`config.mk`:
```
export PLATFORM = sky130hd
export DESIGN_NAME = encoder_rreq_scheduler
export DESIGN_NICKNAME = d
export VERILOG_FILES = /design/src/rtl/encoder_rreq_scheduler.sv
export SDC_FILE = /design/constraint.sdc
export NUM_CORES = 1
export LEC_CHECK = 0
export CORE_ASPECT_RATIO = 1.4
export CORE_MARGIN = 5
export CORE_UTILIZATION = 50
export CTS_BUF_LIST = sky130_fd_sc_hd__clkbuf_8
export DETAILED_ROUTE_END_ITERATION = 7
export GPL_TIMING_DRIVEN = 0
export MAX_ROUTING_LAYER = met4
export PLACE_DENSITY = 0.82
export SYNTH_ARGS = -nofsm -noshare
export SYNTH_HDL_FRONTEND = slang
export SYNTH_SLANG_ARGS = --single-unit
```
`constraint.sdc`:
```
create_clock -name encoder_clk -period 4.1 [get_ports encoder_clk]
set_input_delay 0.41 -clock encoder_clk [delete_from_list [all_inputs] [get_ports encoder_clk]]
set_output_delay 0.41 -clock encoder_clk [all_outputs]
set_load 0.05 [all_outputs]
```
`src/rtl/encoder_rreq_scheduler.sv`:
```
// ---------------------------------------------------------------------------
// encoder_rreq_scheduler
//
// Purpose:
//   Shares the encoder's single memory read-request channel between
//   cover-image bursts (which fill the cimg input FIFO) and message bursts
//   (which fill the msg input FIFO). Each start pulse runs one frame.
//   A message burst goes out first so the message FSM has a word before
//   pixels flow. After that, one message burst follows every
//   NUM_CIMG_RREQS_PER_MSG_RREQ image bursts. No message burst follows the
//   final image burst. The block limits the number of accepted-but-incomplete
//   bursts and reports frame completion once every burst has returned.
//
// Ports:
//   encoder_clk             clock
//   encoder_reset           synchronous active-high reset
//   start                   pulse, begins a frame (ignored while busy)
//   cimg_base_addr[31:0]    image base address, sampled on accepted start
//   msg_base_addr[31:0]     message base address, sampled on accepted start
//   cimg_infifo_can_accept  cimg FIFO has room for one image burst
//   msg_infifo_can_accept   msg FIFO has room for one message burst
//   rreq_ready              memory accepts the current request
//   rdata_last              pulse, last beat of some burst returned
//   rreq_valid              request valid
//   rreq_addr[31:0]         request byte address
//   rreq_len[7:0]           request length in beats minus one
//   rreq_is_msg             1 = message burst, 0 = image burst
//   busy                    frame in progress
//   frame_done              one-cycle pulse when the frame completes
//   err_rlast_underflow     sticky, rdata_last seen with nothing outstanding
// ---------------------------------------------------------------------------
module encoder_rreq_scheduler #(
    parameter int IMG_RBURST_LEN              = 128,
    parameter int MSG_RBURST_LEN              = 16,
    parameter int NUM_RREQS_PER_CIMG          = 7200,
    parameter int NUM_CIMG_RREQS_PER_MSG_RREQ = 512,
    parameter int BEAT_BYTES                  = 4,
    parameter int MAX_OUTSTANDING             = 4
) (
    input  logic        encoder_clk,
    input  logic        encoder_reset,
    input  logic        start,
    input  logic [31:0] cimg_base_addr,
    input  logic [31:0] msg_base_addr,
    input  logic        cimg_infifo_can_accept,
    input  logic        msg_infifo_can_accept,
    input  logic        rreq_ready,
    input  logic        rdata_last,
    output logic        rreq_valid,
    output logic [31:0] rreq_addr,
    output logic [7:0]  rreq_len,
    output logic        rreq_is_msg,
    output logic        busy,
    output logic        frame_done,
    output logic        err_rlast_underflow
);

    localparam int IMG_CW   = $clog2(NUM_RREQS_PER_CIMG + 1);
    localparam int SINCE_CW = $clog2(NUM_CIMG_RREQS_PER_MSG_RREQ + 1);
    localparam int OUT_CW   = $clog2(MAX_OUTSTANDING + 1);

    localparam logic [IMG_CW-1:0]   IMG_TOTAL   = IMG_CW'(NUM_RREQS_PER_CIMG);
    localparam logic [SINCE_CW-1:0] IMG_PER_MSG = SINCE_CW'(NUM_CIMG_RREQS_PER_MSG_RREQ);
    localparam logic [OUT_CW-1:0]   OUT_MAX     = OUT_CW'(MAX_OUTSTANDING);
    localparam logic [31:0]         IMG_STRIDE  = 32'(IMG_RBURST_LEN * BEAT_BYTES);
    localparam logic [31:0]         MSG_STRIDE  = 32'(MSG_RBURST_LEN * BEAT_BYTES);
    localparam logic [7:0]          IMG_LEN     = 8'(IMG_RBURST_LEN - 1);
    localparam logic [7:0]          MSG_LEN     = 8'(MSG_RBURST_LEN - 1);

    typedef enum logic [1:0] {
        S_IDLE,
        S_ARB,
        S_ISSUE,
        S_DRAIN
    } state_e;

    state_e              state_q,         state_d;
    logic [31:0]         cimg_addr_q,     cimg_addr_d;
    logic [31:0]         msg_addr_q,      msg_addr_d;
    logic [IMG_CW-1:0]   img_issued_q,    img_issued_d;
    logic [SINCE_CW-1:0] img_since_msg_q, img_since_msg_d;
    logic                msg_pending_q,   msg_pending_d;
    logic [31:0]         req_addr_q,      req_addr_d;
    logic [7:0]          req_len_q,       req_len_d;
    logic                req_is_msg_q,    req_is_msg_d;
    logic [OUT_CW-1:0]   outstanding_q,   outstanding_d;
    logic                err_q,           err_d;

    logic                handshake;
    logic                slot_free;
    logic                img_left;
    logic [IMG_CW-1:0]   img_issued_inc;
    logic [SINCE_CW-1:0] img_since_inc;

    assign handshake      = (state_q == S_ISSUE) && rreq_ready;
    assign slot_free      = (outstanding_q < OUT_MAX);
    assign img_left       = (img_issued_q < IMG_TOTAL);
    assign img_issued_inc = img_issued_q + 1'b1;
    assign img_since_inc  = img_since_msg_q + 1'b1;

    // Frame sequencing and arbitration. A pending message burst blocks image
    // bursts so that message data always lands ahead of the image data that
    // follows it. The request fields are captured on the arbitration decision.
    // They then stay frozen through ISSUE, which keeps the channel stable
    // while the memory stalls.
    always_comb begin
        state_d         = state_q;
        cimg_addr_d     = cimg_addr_q;
        msg_addr_d      = msg_addr_q;
        img_issued_d    = img_issued_q;
        img_since_msg_d = img_since_msg_q;
        msg_pending_d   = msg_pending_q;
        req_addr_d      = req_addr_q;
        req_len_d       = req_len_q;
        req_is_msg_d    = req_is_msg_q;

        case (state_q)
            S_IDLE: begin
                if (start) begin
                    cimg_addr_d     = cimg_base_addr;
                    msg_addr_d      = msg_base_addr;
                    img_issued_d    = '0;
                    img_since_msg_d = '0;
                    msg_pending_d   = 1'b1;
                    state_d         = S_ARB;
                end
            end

            S_ARB: begin
                if (msg_pending_q && msg_infifo_can_accept && slot_free) begin
                    req_addr_d   = msg_addr_q;
                    req_len_d    = MSG_LEN;
                    req_is_msg_d = 1'b1;
                    state_d      = S_ISSUE;
                end else if (img_left && !msg_pending_q && cimg_infifo_can_accept && slot_free) begin
                    req_addr_d   = cimg_addr_q;
                    req_len_d    = IMG_LEN;
                    req_is_msg_d = 1'b0;
                    state_d      = S_ISSUE;
                end else if (!img_left && !msg_pending_q) begin
                    state_d = S_DRAIN;
                end
            end

            // A message burst is scheduled only when more image bursts
            // remain. When the last image burst lands on an exact multiple,
            // the frame ends without a trailing message burst.
            S_ISSUE: begin
                if (rreq_ready) begin
                    state_d = S_ARB;
                    if (req_is_msg_q) begin
                        msg_addr_d    = msg_addr_q + MSG_STRIDE;
                        msg_pending_d = 1'b0;
                    end else begin
                        cimg_addr_d  = cimg_addr_q + IMG_STRIDE;
                        img_issued_d = img_issued_inc;
                        if ((img_since_inc == IMG_PER_MSG) && (img_issued_inc < IMG_TOTAL)) begin
                            msg_pending_d   = 1'b1;
                            img_since_msg_d = '0;
                        end else begin
                            img_since_msg_d = img_since_inc;
                        end
                    end
                end
            end

            S_DRAIN: begin
                if (outstanding_q == '0) begin
                    state_d = S_IDLE;
                end
            end

            default: begin
                state_d = S_IDLE;
            end
        endcase
    end

    // Outstanding-burst tracking. An acceptance and a completion in the same
    // cycle cancel out. A completion with nothing outstanding cannot belong
    // to any burst of this block. In that case the counter does not wrap,
    // and the sticky error flag is raised instead.
    always_comb begin
        outstanding_d = outstanding_q;
        err_d         = err_q;
        if (rdata_last && (outstanding_q == '0)) begin
            err_d         = 1'b1;
            outstanding_d = handshake ? OUT_CW'(1) : '0;
        end else begin
            case ({handshake, rdata_last})
                2'b10:   outstanding_d = outstanding_q + 1'b1;
                2'b01:   outstanding_d = outstanding_q - 1'b1;
                default: outstanding_d = outstanding_q;
            endcase
        end
    end

    // State register. Reset aborts any frame in flight immediately and
    // produces no completion pulse.
    always_ff @(posedge encoder_clk) begin
        if (encoder_reset) begin
            state_q         <= S_IDLE;
            cimg_addr_q     <= '0;
            msg_addr_q      <= '0;
            img_issued_q    <= '0;
            img_since_msg_q <= '0;
            msg_pending_q   <= 1'b0;
            req_addr_q      <= '0;
            req_len_q       <= '0;
            req_is_msg_q    <= 1'b0;
            outstanding_q   <= '0;
            err_q           <= 1'b0;
        end else begin
            state_q         <= state_d;
            cimg_addr_q     <= cimg_addr_d;
            msg_addr_q      <= msg_addr_d;
            img_issued_q    <= img_issued_d;
            img_since_msg_q <= img_since_msg_d;
            msg_pending_q   <= msg_pending_d;
            req_addr_q      <= req_addr_d;
            req_len_q       <= req_len_d;
            req_is_msg_q    <= req_is_msg_d;
            outstanding_q   <= outstanding_d;
            err_q           <= err_d;
        end
    end

    assign rreq_valid          = (state_q == S_ISSUE);
    assign rreq_addr           = req_addr_q;
    assign rreq_len            = req_len_q;
    assign rreq_is_msg         = req_is_msg_q;
    assign busy                = (state_q != S_IDLE);
    assign frame_done          = (state_q == S_DRAIN) && (outstanding_q == '0);
    assign err_rlast_underflow = err_q;

endmodule

```
Yosys cells after proc, flatten, opt, wreduce, memory -nomap -nowiden
Index checks and enable logic that the tools add are counted.

storage, ports and cells
  output and inout bits = 45
  input port bits = 71
  flip-flop bits (word level) = 135
  word-level logic and storage cells = 94

operators by class
  equal/unequal tests = 13
  $lt $le $gt $ge = 3
  muxes and demuxes = 38
  $add $sub $neg = 6
  reduce and logical (&&, ||, !) cells = 23

operators by type and width
  kind                                                                    number
  32-bit 2-to-1 mux                                                       8
  32-bit one-hot mux with 2 select lines                                  2
  10-bit 2-to-1 mux                                                       4
  13-bit 2-to-1 mux                                                       3
  32-bit by 10-bit adder with 32-bit output (second input constant)       1
  32-bit by 7-bit adder with 32-bit output (second input constant)        1
  13-bit less-than comparator (second input constant)                     2
  13-bit one-hot mux with 2 select lines                                  1
  10-bit one-hot mux with 2 select lines                                  1
  8-bit 2-to-1 mux                                                        2
  4-bit AND reduction                                                     4
  13-bit by 1-bit adder with 13-bit output (second input constant)        1
  2-bit 2-to-1 mux                                                        6
  10-bit by 1-bit adder with 10-bit output (second input constant)        1
  10-bit equality test (second input constant)                            1
  1-bit logical AND                                                       10
  2-bit != test (second input constant)                                   4
  2-bit one-hot mux with 4 select lines                                   1
  1-bit 2-to-1 mux                                                        7
  2-bit equality test (second input constant)                             3
  3-bit one-hot mux with 2 select lines                                   1
  2-bit nonzero test                                                      3
  2-bit by 1-bit equality test with 1-bit output (second input constant)  2
  4-bit != test (second input constant)                                   1
  other kinds (12)                                                        13

Depth between registers and ports, before layout
Gate-level depths: netlist (run 1).

  depth in word-level cells = 7
  gate-level depth with buffers = 10
  depth with buffers taken out = 9

Least setup slack after synthesis (run 1)
Ideal clock, no wire load.

  path kind = flip-flop to flip-flop
  start = register req_is_msg_q, in the netlist rreq_is_msg
  end = register msg_addr_q[13]
  slack = 2.076 ns
  period minus slack after synthesis = 2.024 ns
  arrival = 1.897 ns
  buffers on the path = 1
  setup time = 0.128 ns
  data required time = 3.972 ns
  stages on the path, launching flop included = 7
  cells stage by stage = dfxtp_1 -> nand3_1 -> a21oi_1 -> clkbuf_1 -> o21ai_0 -> a22oi_1 -> nor2_1

between the ends
  longest elaborated chain between the ends = 2

RTL lines
  what                                                       line  RTL
  from (decl)                                                85    logic req_is_msg_q, req_is_msg_d;
  from (signal assigned)                                     222   req_is_msg_q <= req_is_msg_d;
  2-bit by 1-bit != test with 1-bit output (no source line)  --
  4-bit AND reduction (no source line)                       --
  to (signal assigned)                                       216   msg_addr_q <= msg_addr_d;
  to (decl)                                                  79    logic [31:0] msg_addr_q, msg_addr_d;

Every way passes these cells.
A chain may end at the register's enable or synchronous reset.

Worst setup path in the final report (run 1)
  start = register state_q[0]
  end = output rreq_valid

between the ends
  longest elaborated chain between the ends = 1

RTL lines
  what                    line  RTL
  from (decl)             77    state_e state_q, state_d;
  from (signal assigned)  214   state_q <= state_d;
  2-bit equality test     228   assign rreq_valid = (state_q == S_ISSUE);
  to (decl)               49    output logic rreq_valid,

Every way passes these cells.

==> out/metrics.cfg, run 1 <==
[worst_setup_path]
worstPathArrival_ns=2.70
worstPathMaxFanout=10
worstSetupPathType=flop to output port
startpoint=state_q[0]$_SDFFE_PP0P_
startpoint_type=flop
cp.required_ns=3.69
r2r_start=state_q[1]$_SDFFE_PP0P_
crit_path_end_kind=output port

[timing]
rsz0062_at_grt=false
setup_slack_ns=0.9897
final-hold-violation-count=0
period_share_pct=75.86
skew_ns=0.01366
worst_slew_pin_slew_ns=0.8217
fmax_ghz=0.3215
max-slew-margin-rel_pct=45.22
setup_viol=0
tns_ns=0
period_needed_ns=3.110
slew_violations=0

[grt]
use_met1_pct=32.92
busiest_layer=met2
track_usage_pct=27.88
gr-total-overflow=0
grt_pass1_wl_um=34280
grt_max_degree=17
use_met2_pct=46.54
use_met3_pct=5.011
antenna_found_initial=0
grt_pass1_vias=6788

[clocking]
clk_latency_ns=0.45
cts_hold_buf=0
clock_sinks=129
cts-root-buf=clkbuf_8
htree_levels=4
post_cts_buffers=0
path_clk_slew_ns=0.08
cts_max_path_buffers=2
cts_buffers=17
cts_tree=yes
cts_resized=0

[synthesis]
ys_seq_area_share_pct=38.44
synth_warnings=0
ys.flop_type=dfxtp_1
async_reset_ff_share_pct=0
synth-edff-count=0
synth.avg_cell_area_um2=7.839
syn-num-nets=933
yosys_register_bits=129
ys_types=70
syn-cell-area_um2=6718
syn_inst=857

[min_path]
hold_class=flop to flop
hold_start=cimg_addr_q[7]$_SDFFE_PP0P_

[drt]
first_iter_violations=607
drt_wl_total_um=21690
viasPerCell=6.073
vias=7196
drc=0
ant_nets=0
drt_first_pass_iters=6
avgRoutedWirePerCell_um=18.31

[finish]
final_cells=1185
final_util_pct=63.87
finish.net_count=1066
final_common_cell=dfxtp_1
n_antenna_cell=0
area_growth_pct=26.09
drive_above_1_share_pct=7.677
final_cell_mix=dfxtp_1, nor2_1, clkdlybuf4s50_1

[power]
p_leak_nw=2.946
power.density_nw_per_um2=382.5
seqPwrFrac_pct=44.4
ir_drop_v=0.0001935
comb_power_share_pct=22.5
p_clk_share_pct=33.2
sw_frac_of_total_pct=34.71
switchingPower_mw=1.125
p_int_mw=2.115

[place]
dp_slack_ns=1.217
portBuffers=114
dp_hpwl_um=16100
place_inst=1153
gp_congestion=0.9405

[floorplanning]
core_um2=13260
rows=50
fp.dieW_um=108.0
initial_core_util_pct=50.65
pin_count=116
die_h_um=147.1
die_area_um2=15890

[run_status]
status=completed

[job]
drv_cap=0

## worst max-delay path: stages, from the launching register on
cell	delay [ns]
dfxtp_1	0.31
nand2b_1	0.14
clkbuf_1	0.19
clkinv_1	0.20
clkbuf_1	0.49
clkdlybuf4s50_1	0.92
## synth_stat cells (6+ instances only)
| library cell | n | area (um^2) |
|---|---|---|
| a21o_1 | 7 | 52.55 |
| a222oi_1 | 9 | 90.09 |
| nand2_1 | 90 | 337.8 |
| a31oi_1 | 10 | 62.56 |
| and2_1 | 9 | 56.30 |
| a22oi_1 | 26 | 195.2 |
| and3_1 | 12 | 75.07 |
| nor4_1 | 7 | 43.79 |
| nand4_1 | 19 | 118.9 |
| buf_4 | 8 | 60.06 |
| buf_2 | 8 | 40.04 |
| nor3_1 | 29 | 145.1 |
| a22o_1 | 16 | 140.1 |
| nand3_1 | 25 | 125.1 |
| o21ai_0 | 41 | 205.2 |
| xnor2_1 | 9 | 78.83 |
| a211oi_1 | 28 | 210.2 |
| a221oi_1 | 6 | 52.55 |
| dfxtp_1 | 129 | 2582 |
| a21oi_1 | 68 | 340.3 |
| nor2_1 | 117 | 439.2 |
| or3_1 | 8 | 50.05 |
| xor2_1 | 7 | 61.31 |
| o22ai_1 | 21 | 131.4 |
| clkbuf_1 | 52 | 195.2 |
| inv_1 | 10 | 37.54 |
## cells by family (layout without fill, tap and decap cells)
group                    after synthesis  in the layout  synth area share [%]
XOR/XNOR                              16             16                 2.086
AO/OA/AOI/OAI                        268            268                 27.29
AND/OR/NAND/NOR                      354            354                 25.35
multiplexers                           3              3                0.4470
buffers and inverters                 81            227                 5.290
other                                  1              1               0.05582
flip-flops                           129            129                 38.44
adder cells (fa/ha/maj)                5              5                 1.043
## path summary, 6_finish.rpt
| kind | cells after the start | endpoint | slack, ns |
|---|---|---|---|
| worst max-delay path | 5 | rreq_valid | 0.99 |
| worst min-delay path | 2 | cimg_addr_q[7]$_SDFFE_PP0P_ | 0.46 |
| worst max register to register | 7 | msg_addr_q[13]$_SDFFE_PP0P_ | 1.60 |
| worst min register to register | 2 | cimg_addr_q[7]$_SDFFE_PP0P_ | 0.46 |
## per-stage QoR
step,area [um^2],power [mW],hold WS [ns]
after global placement,8087,2.168,0.4417
after CTS,8471,3.227,0.4618
after detailed placement,8087,2.182,0.4483
after floorplan,6718,1.904,0.4360
after global routing,8471,3.363,0.4830
final,8471,3.240,0.4580
## power by group through the flow
stage	clock network [mW]	registers, mW	logic, mW
after global routing	1.13	1.45	0.785
after floorplan	0	1.51	0.393
after CTS	1.07	1.43	0.723
final	1.07	1.44	0.728
after global placement	0	1.46	0.709
after detailed placement	0	1.46	0.720
## registers in the layout (all words and copies together) (netlist names)
| register | count |
|---|---|
| cimg_addr_q | 32 |
| err_rlast_underflow | 1 |
| img_issued_q | 13 |
| img_since_msg_q | 10 |
| msg_addr_q | 32 |
| msg_pending_q | 1 |
| outstanding_q | 3 |
| rreq_addr | 32 |
| rreq_is_msg | 1 |
| rreq_len | 2 |
| state_q | 2 |
## final cells by class
cell class	instances	area (um^2)
Multi-Input combinational cell	647	3780
Timing Repair Buffer	114	1141
Clock inverter	15	150.1
Buffer	70	314.1
Fill cell	1216	4792
Sequential cell	129	2582
Inverter	11	41.29
Clock buffer	17	234.0
Tap cell	182	227.7
## routing by layer
layer	vias up	share of wire, %
met5	-	0
met2	352	50
met1	3345	38
met4	0	3.3
met3	69	8.6
li1	3430	-
No activity file was read; power rests on OpenSTA's default activity.
==> inputs of run 2 (changes only) <==
==> constraint.sdc (replaced) <==
create_clock -name encoder_clk -period 2.95 [get_ports encoder_clk]
set_input_delay 0.295 -clock encoder_clk [delete_from_list [all_inputs] [get_ports encoder_clk]]
set_output_delay 0.295 -clock encoder_clk [all_outputs]
set_load 0.05 [all_outputs]
==> run 2 against run 1 <==
Count of clock-buffer cells in the layout stayed put. Sequential cell count stayed put. Setup slack lost 0.71 ns. Die area unchanged. Final cell count did not move. Hold slack worse by 0.079 ns. Non-clock buffer count stayed put. Highest routed layer unchanged. Critical path type unchanged.
==> out/metrics.cfg, run 2 (same netlist as run 1, synthesis figures left out) <==
[power]
p_total_mw=4.499  ; +39%
p_leak_nw=2.952  ; +0.19%
seqPwrFrac_pct=44.4  ; about the same
sw_frac_of_total_pct=34.64  ; -0.066 points
switchingPower_mw=1.559  ; +39%
p_int_mw=2.940  ; +39%
p_clk_share_pct=33.1  ; about the same
comb_power_share_pct=22.5  ; about the same
ir_drop_v=0.0002697  ; +39%
power.density_nw_per_um2=530.9  ; +39%

[drt]
ant_nets=0  ; unchanged
drt_wl_total_um=21670  ; about the same
vias=7170  ; -0.36%
highest_layer=met4
drt_first_pass_iters=7  ; +1
viasPerCell=6.051  ; -0.36%
avgRoutedWirePerCell_um=18.29  ; about the same
route.layer.met1.wl_um=8341  ; +0.65%
met3_length_um=1775  ; -4.6%
drc=0  ; unchanged
route.met2.wl_um=10910  ; +0.73%
first_iter_violations=636  ; +4.8%

[finish]
n_antenna_cell=0  ; unchanged
area_growth_pct=26.15  ; about the same
final_util_pct=63.90  ; about the same
final_cell_mix=dfxtp_1, nor2_1, clkdlybuf4s50_1
drive_above_1_share_pct=7.777  ; +0.10 points
fin_area_um2=8474  ; about the same
final_common_cell=dfxtp_1
num-fill-cells=1216  ; unchanged
finish.net_count=1066  ; unchanged

[clocking]
clock_sinks=129  ; unchanged
cts_hold_buf=0  ; unchanged
cts_max_path_buffers=2  ; unchanged
clk_latency_ns=0.45  ; about the same
cts-root-buf=clkbuf_8
path_clk_slew_ns=0.09  ; about the same
cts_buffers=17  ; unchanged
cts_tree=yes
post_cts_buffers=0  ; unchanged
htree_levels=4  ; unchanged

[worst_setup_path]
worstPathArrival_ns=2.38  ; -0.32 ns
crit_path_end_kind=output port
r2r_start=state_q[1]$_SDFFE_PP0P_
rrSetupSlack_ns=0.44  ; -1.16 ns
r2r_end=msg_addr_q[13]$_SDFFE_PP0P_
worstSetupPathType=flop to output port
cp.required_ns=2.65  ; -1.04 ns
ff2ff_path_depth=7  ; unchanged
startpoint_type=flop
worstPathMaxFanout=10  ; unchanged

[grt]
track_usage_pct=27.88  ; unchanged
grt_pass1_wl_um=34280  ; unchanged
grt_max_degree=17  ; unchanged
grt_pass1_vias=6788  ; unchanged
antenna_found_initial=0  ; unchanged
gr-total-overflow=0  ; unchanged

[job]
drv_cap=0  ; unchanged

[timing]
final-hold-violation-count=0  ; unchanged
period_needed_ns=2.671
worst_slew_pin_slew_ns=0.8343  ; +0.01262 ns
max-slew-margin-rel_pct=44.38  ; -0.84 points
skew_ns=0.01235  ; -0.001307 ns
slew_violations=0  ; unchanged
tns_ns=0  ; unchanged
period_share_pct=90.55
rsz0062_at_grt=false
fmax_ghz=0.3743
setup_viol=0  ; unchanged

[floorplanning]
fp.dieW_um=108.0  ; unchanged
rows=50  ; unchanged
pin_count=116  ; unchanged
die_area_um2=15890  ; unchanged
die_h_um=147.1  ; unchanged
initial_core_util_pct=50.65  ; unchanged
core_um2=13260  ; unchanged

[place]
gp_congestion=0.9405  ; unchanged
dpl_cell_area_um2=8087  ; unchanged
dp_hpwl_um=16100  ; unchanged
portBuffers=114  ; unchanged

[min_path]
hold_start=msg_base_addr[5]
hold_end=msg_addr_q[5]$_SDFFE_PP0P_
hold_class=primary input to flop
whs_path_depth=3  ; +1

[run_status]
status=completed

==> run 2: repair_timing <==
| action | in CTS | in global routing |
|---|---|---|
| setup endpoints to repair | 1 | 1 |
| resized for setup | 1 | 1 |
| hold endpoints to repair | 0 | 0 |
==> run 2: how the worst max path moves through the flow <==
stage / startpoint / end / slack [ns] / cells after the start
finish: state_q[0]$_SDFFE_PP0P_ / rreq_valid / 0.28 / 5
global route: state_q[0]$_SDFFE_PP0P_ / rreq_valid / 0.19 / 5
CTS: outstanding_q[2]$_SDFFE_PP0P_ / frame_done / 0.09 / 3
detailed placement: rreq_ready / msg_addr_q[13]$_SDFFE_PP0P_ / 0.18 / 7
global placement: rreq_ready / msg_addr_q[13]$_SDFFE_PP0P_ / 0.26 / 7
floorplan: rreq_is_msg$_SDFFE_PP0P_ / msg_addr_q[13]$_SDFFE_PP0P_ / 0.93 / 6
==> run 2: power groups by stage <==
stage / combinational [mW] / clock, mW / sequential (mW)
after floorplan: 0.546 / 0 / 2.10
after global placement: 0.986 / 0 / 2.03
after detailed placement: 1.00 / 0 / 2.03
after CTS: 1.00 / 1.49 / 1.99
after global routing: 1.09 / 1.57 / 2.01
final: 1.01 / 1.49 / 2.00
==> run 2: worst max-delay path: stages, from the launching register on <==
cell and delay, ns:
dfxtp_1 0.31, nand2b_1 0.14, clkbuf_1 0.19, clkinv_1 0.20, clkbuf_1 0.48, dlygate4sd2_1 0.60
==> run 2: through the flow <==
stage / setup slack, ns / cells / hold slack [ns]
finish: 0.2787 / 1185 / 0.3789
global route: 0.1890 / 1185 / 0.3819
CTS: 0.09276 / 1185 / 0.3752
detailed placement: 0.1816 / 1153 / 0.4483
global placement: 0.2557 / 1153 / 0.4417
floorplan: 0.9258 / 857 / 0.4310
==> run 2: final cells by class <==
type	count	area, um^2	area share [%]
Tap cell	182	227.7	2.687
Clock buffer	17	234.0	2.761
Clock inverter	15	150.1	1.772
Sequential cell	129	2582	30.47
Buffer	70	314.1	3.706
Timing Repair Buffer	114	1140	13.45
Inverter	11	41.29	0.4872
Multi-Input combinational cell	647	3785	44.66
==> run 2: routing by layer <==
metal	GRT usage [%]	vias to the layer above
met5	-	-
met4	11.24	0
met3	5.011	57
met2	46.54	344
met1	32.92	3340
li1	-	3429
==> inputs of run 3 (changes only) <==
--- a/config.mk
+++ b/config.mk
@@ -7,12 +7,13 @@
 export LEC_CHECK = 0
 export CORE_ASPECT_RATIO = 1.4
 export CORE_MARGIN = 5
-export CORE_UTILIZATION = 50
+export CORE_UTILIZATION = 44
 export CTS_BUF_LIST = sky130_fd_sc_hd__clkbuf_8
+export CTS_CLUSTER_DIAMETER = 40
 export DETAILED_ROUTE_END_ITERATION = 7
 export GPL_TIMING_DRIVEN = 0
 export MAX_ROUTING_LAYER = met4
-export PLACE_DENSITY = 0.82
+export PLACE_DENSITY = 0.74
 export SYNTH_ARGS = -nofsm -noshare
 export SYNTH_HDL_FRONTEND = slang
 export SYNTH_SLANG_ARGS = --single-unit
==> constraint.sdc (replaced) <==
create_clock -name encoder_clk -period 2.9 [get_ports encoder_clk]
set_input_delay 0.29 -clock encoder_clk [delete_from_list [all_inputs] [get_ports encoder_clk]]
set_output_delay 0.29 -clock encoder_clk [all_outputs]
set_load 0.05 [all_outputs]
==> run 3 against run 2 <==
Global-route usage down 2.3 points. Sequential power increased by 2%. Setup slack got worse by 0.057 ns. Final cell count up 0.76%. Sequential cell count unchanged. Wire length rose by 3.8%. Clock power increased by 13%. Via count fell by 0.20%. Largest power group unchanged. Utilization decreased by 7.0 points. Critical endpoint unchanged. Cell area rose by 0.68%. Total power increased by 5.8%.
==> out/metrics.cfg, run 3 (same netlist as run 1, synthesis figures left out) <==
[run_status]
status=completed

[timing]
final-hold-violation-count=0  ; unchanged
slew_violations=0  ; unchanged
tns_ns=0  ; unchanged
worst_slew_pin_slew_ns=0.9214  ; +0.08705 ns
skew_ns=0.008487  ; -0.003867 ns
max-slew-margin-rel_pct=38.57  ; -5.8 points
setup_viol=0  ; unchanged
period_needed_ns=2.679
fmax_ghz=0.3733
period_share_pct=92.37
rsz0062_at_grt=false

[grt]
grt_pass1_wl_um=35010  ; +2.1%
antenna_found_initial=0  ; unchanged
grt_pass1_vias=6758  ; -0.44%
busiest_layer=met2
use_met2_pct=40.99  ; -5.6 points
track_usage_pct=25.55  ; -2.3 points
use_met3_pct=5.161  ; +0.15 points
use_met1_pct=30.89  ; -2.0 points
grt_max_degree=17  ; unchanged
gr-total-overflow=0  ; unchanged

[drt]
viasPerCell=5.993  ; -0.95%
ant_nets=0  ; unchanged
vias=7156  ; -0.20%
avgRoutedWirePerCell_um=18.84  ; +3.0%
drt_wl_total_um=22490  ; +3.8%
first_iter_violations=652  ; +2.5%
drc=0  ; unchanged
drt_first_pass_iters=8  ; +1

[clocking]
cts_hold_buf=0  ; unchanged
post_cts_buffers=0  ; unchanged
clk_latency_ns=0.46  ; about the same
cts_buffers=17  ; unchanged
htree_levels=4  ; unchanged
cts_tree=yes
cts-root-buf=clkbuf_8
cts_max_path_buffers=2  ; unchanged
clock_sinks=129  ; unchanged
path_clk_slew_ns=0.08  ; about the same

[floorplanning]
rows=53  ; +6.0%
core_um2=14990  ; +13%
pin_count=116  ; unchanged
initial_core_util_pct=44.82  ; -5.8 points
die_h_um=156.2  ; +6.2%
fp.dieW_um=114.4  ; +6.0%
die_area_um2=17870  ; +13%

[place]
gp_congestion=0.9302  ; -1.1%
dp_hpwl_um=16520  ; +2.6%
portBuffers=114  ; unchanged
dpl_cell_area_um2=8099  ; +0.15%

[worst_setup_path]
worstPathMaxFanout=10  ; unchanged
startpoint_type=flop
crit_path_end_kind=output port
cp.required_ns=2.61  ; -0.04 ns
worstSetupPathType=flop to output port
worstPathArrival_ns=2.39  ; about the same
ff2ff_path_depth=7  ; unchanged

[finish]
final_common_cell=dfxtp_1
n_antenna_cell=0  ; unchanged
drive_above_1_share_pct=7.385  ; -0.39 points
finish.net_count=1066  ; unchanged
final_cell_mix=dfxtp_1, nor2_1, clkdlybuf4s50_1
fin_area_um2=8532  ; +0.68%
area_growth_pct=27.01
final_util_pct=56.93  ; -7.0 points

[job]
drv_cap=0  ; unchanged

[min_path]
whs_path_depth=3  ; unchanged
hold_class=primary input to flop

[power]
power.density_nw_per_um2=558.0  ; +5.1%
ir_drop_v=0.0003782  ; +40%
p_leak_nw=2.987  ; +1.2%

[run 3: cell count changes in the layout (fill, tap and decap cells not counted), sizes merged]
cell,before,now
clkbuf,71,73
clkinvlp,4,3
clkinv,4,3
bufinv,1,4
inv,17,13
[run 3: routing by layer]
layer | vias to the layer above | part of all wire, %
met5 | - | 0
met4 | 0 | 3.6
met3 | 65 | 8.0
met2 | 323 | 48
met1 | 3347 | 40
li1 | 3421 | -
[run 3: worst paths after layout]
kind	start	end	slack, ns
setup / recovery	state_q[0]$_SDFFE_PP0P_	rreq_valid	0.22
setup reg to reg	state_q[1]$_SDFFE_PP0P_	msg_addr_q[13]$_SDFFE_PP0P_	0.33
hold reg to reg	cimg_addr_q[7]$_SDFFE_PP0P_	cimg_addr_q[7]$_SDFFE_PP0P_	0.46
hold / removal	cimg_base_addr[7]	cimg_addr_q[7]$_SDFFE_PP0P_	0.38
[run 3: final cells by class]
class | count | area [um^2]
Fill cell | 1434 | 6455
Multi-Input combinational cell | 647 | 3785
Sequential cell | 129 | 2582
Timing Repair Buffer | 114 | 1140
Buffer | 70 | 314.1
Clock buffer | 19 | 261.5
Tap cell | 192 | 240.2
Clock inverter | 12 | 167.7
Inverter | 11 | 41.29
[run 3: critical path, stage by stage, from the launching register on]
cell and delay (ns):
dfxtp_1 0.31, nand2b_1 0.14, clkbuf_1 0.18, clkinv_1 0.20, clkbuf_1 0.50, dlygate4sd2_1 0.60
[run 3: what timing repair did]
action / in CTS / in global routing
gates resized for setup: 1 / 1
gates cloned: 0 / 0
pin swaps: 0 / 0
setup endpoints to repair: 1 / 1
[run 3: stage by stage]
stage,total power [mW],hold slack (ns),instances,worst slack (ns)
after floorplan,2.692,0.4260,857,0.8758
after global placement,3.081,0.4420,1163,0.1565
after detailed placement,3.092,0.4489,1163,0.1042
after CTS,4.760,0.3578,1194,0.05773
after global routing,4.949,0.3761,1194,0.1050
final,4.761,0.3751,1194,0.2213
[run 3: report_power, final]
group	switching, mW	leakage (nW)	internal [mW]	total (mW)
Clock	0.722	0.218	0.967	1.69
Combinational	0.639	1.72	0.397	1.04
Sequential	0.142	1.05	1.89	2.04
Total	1.50	2.99	3.26	4.76
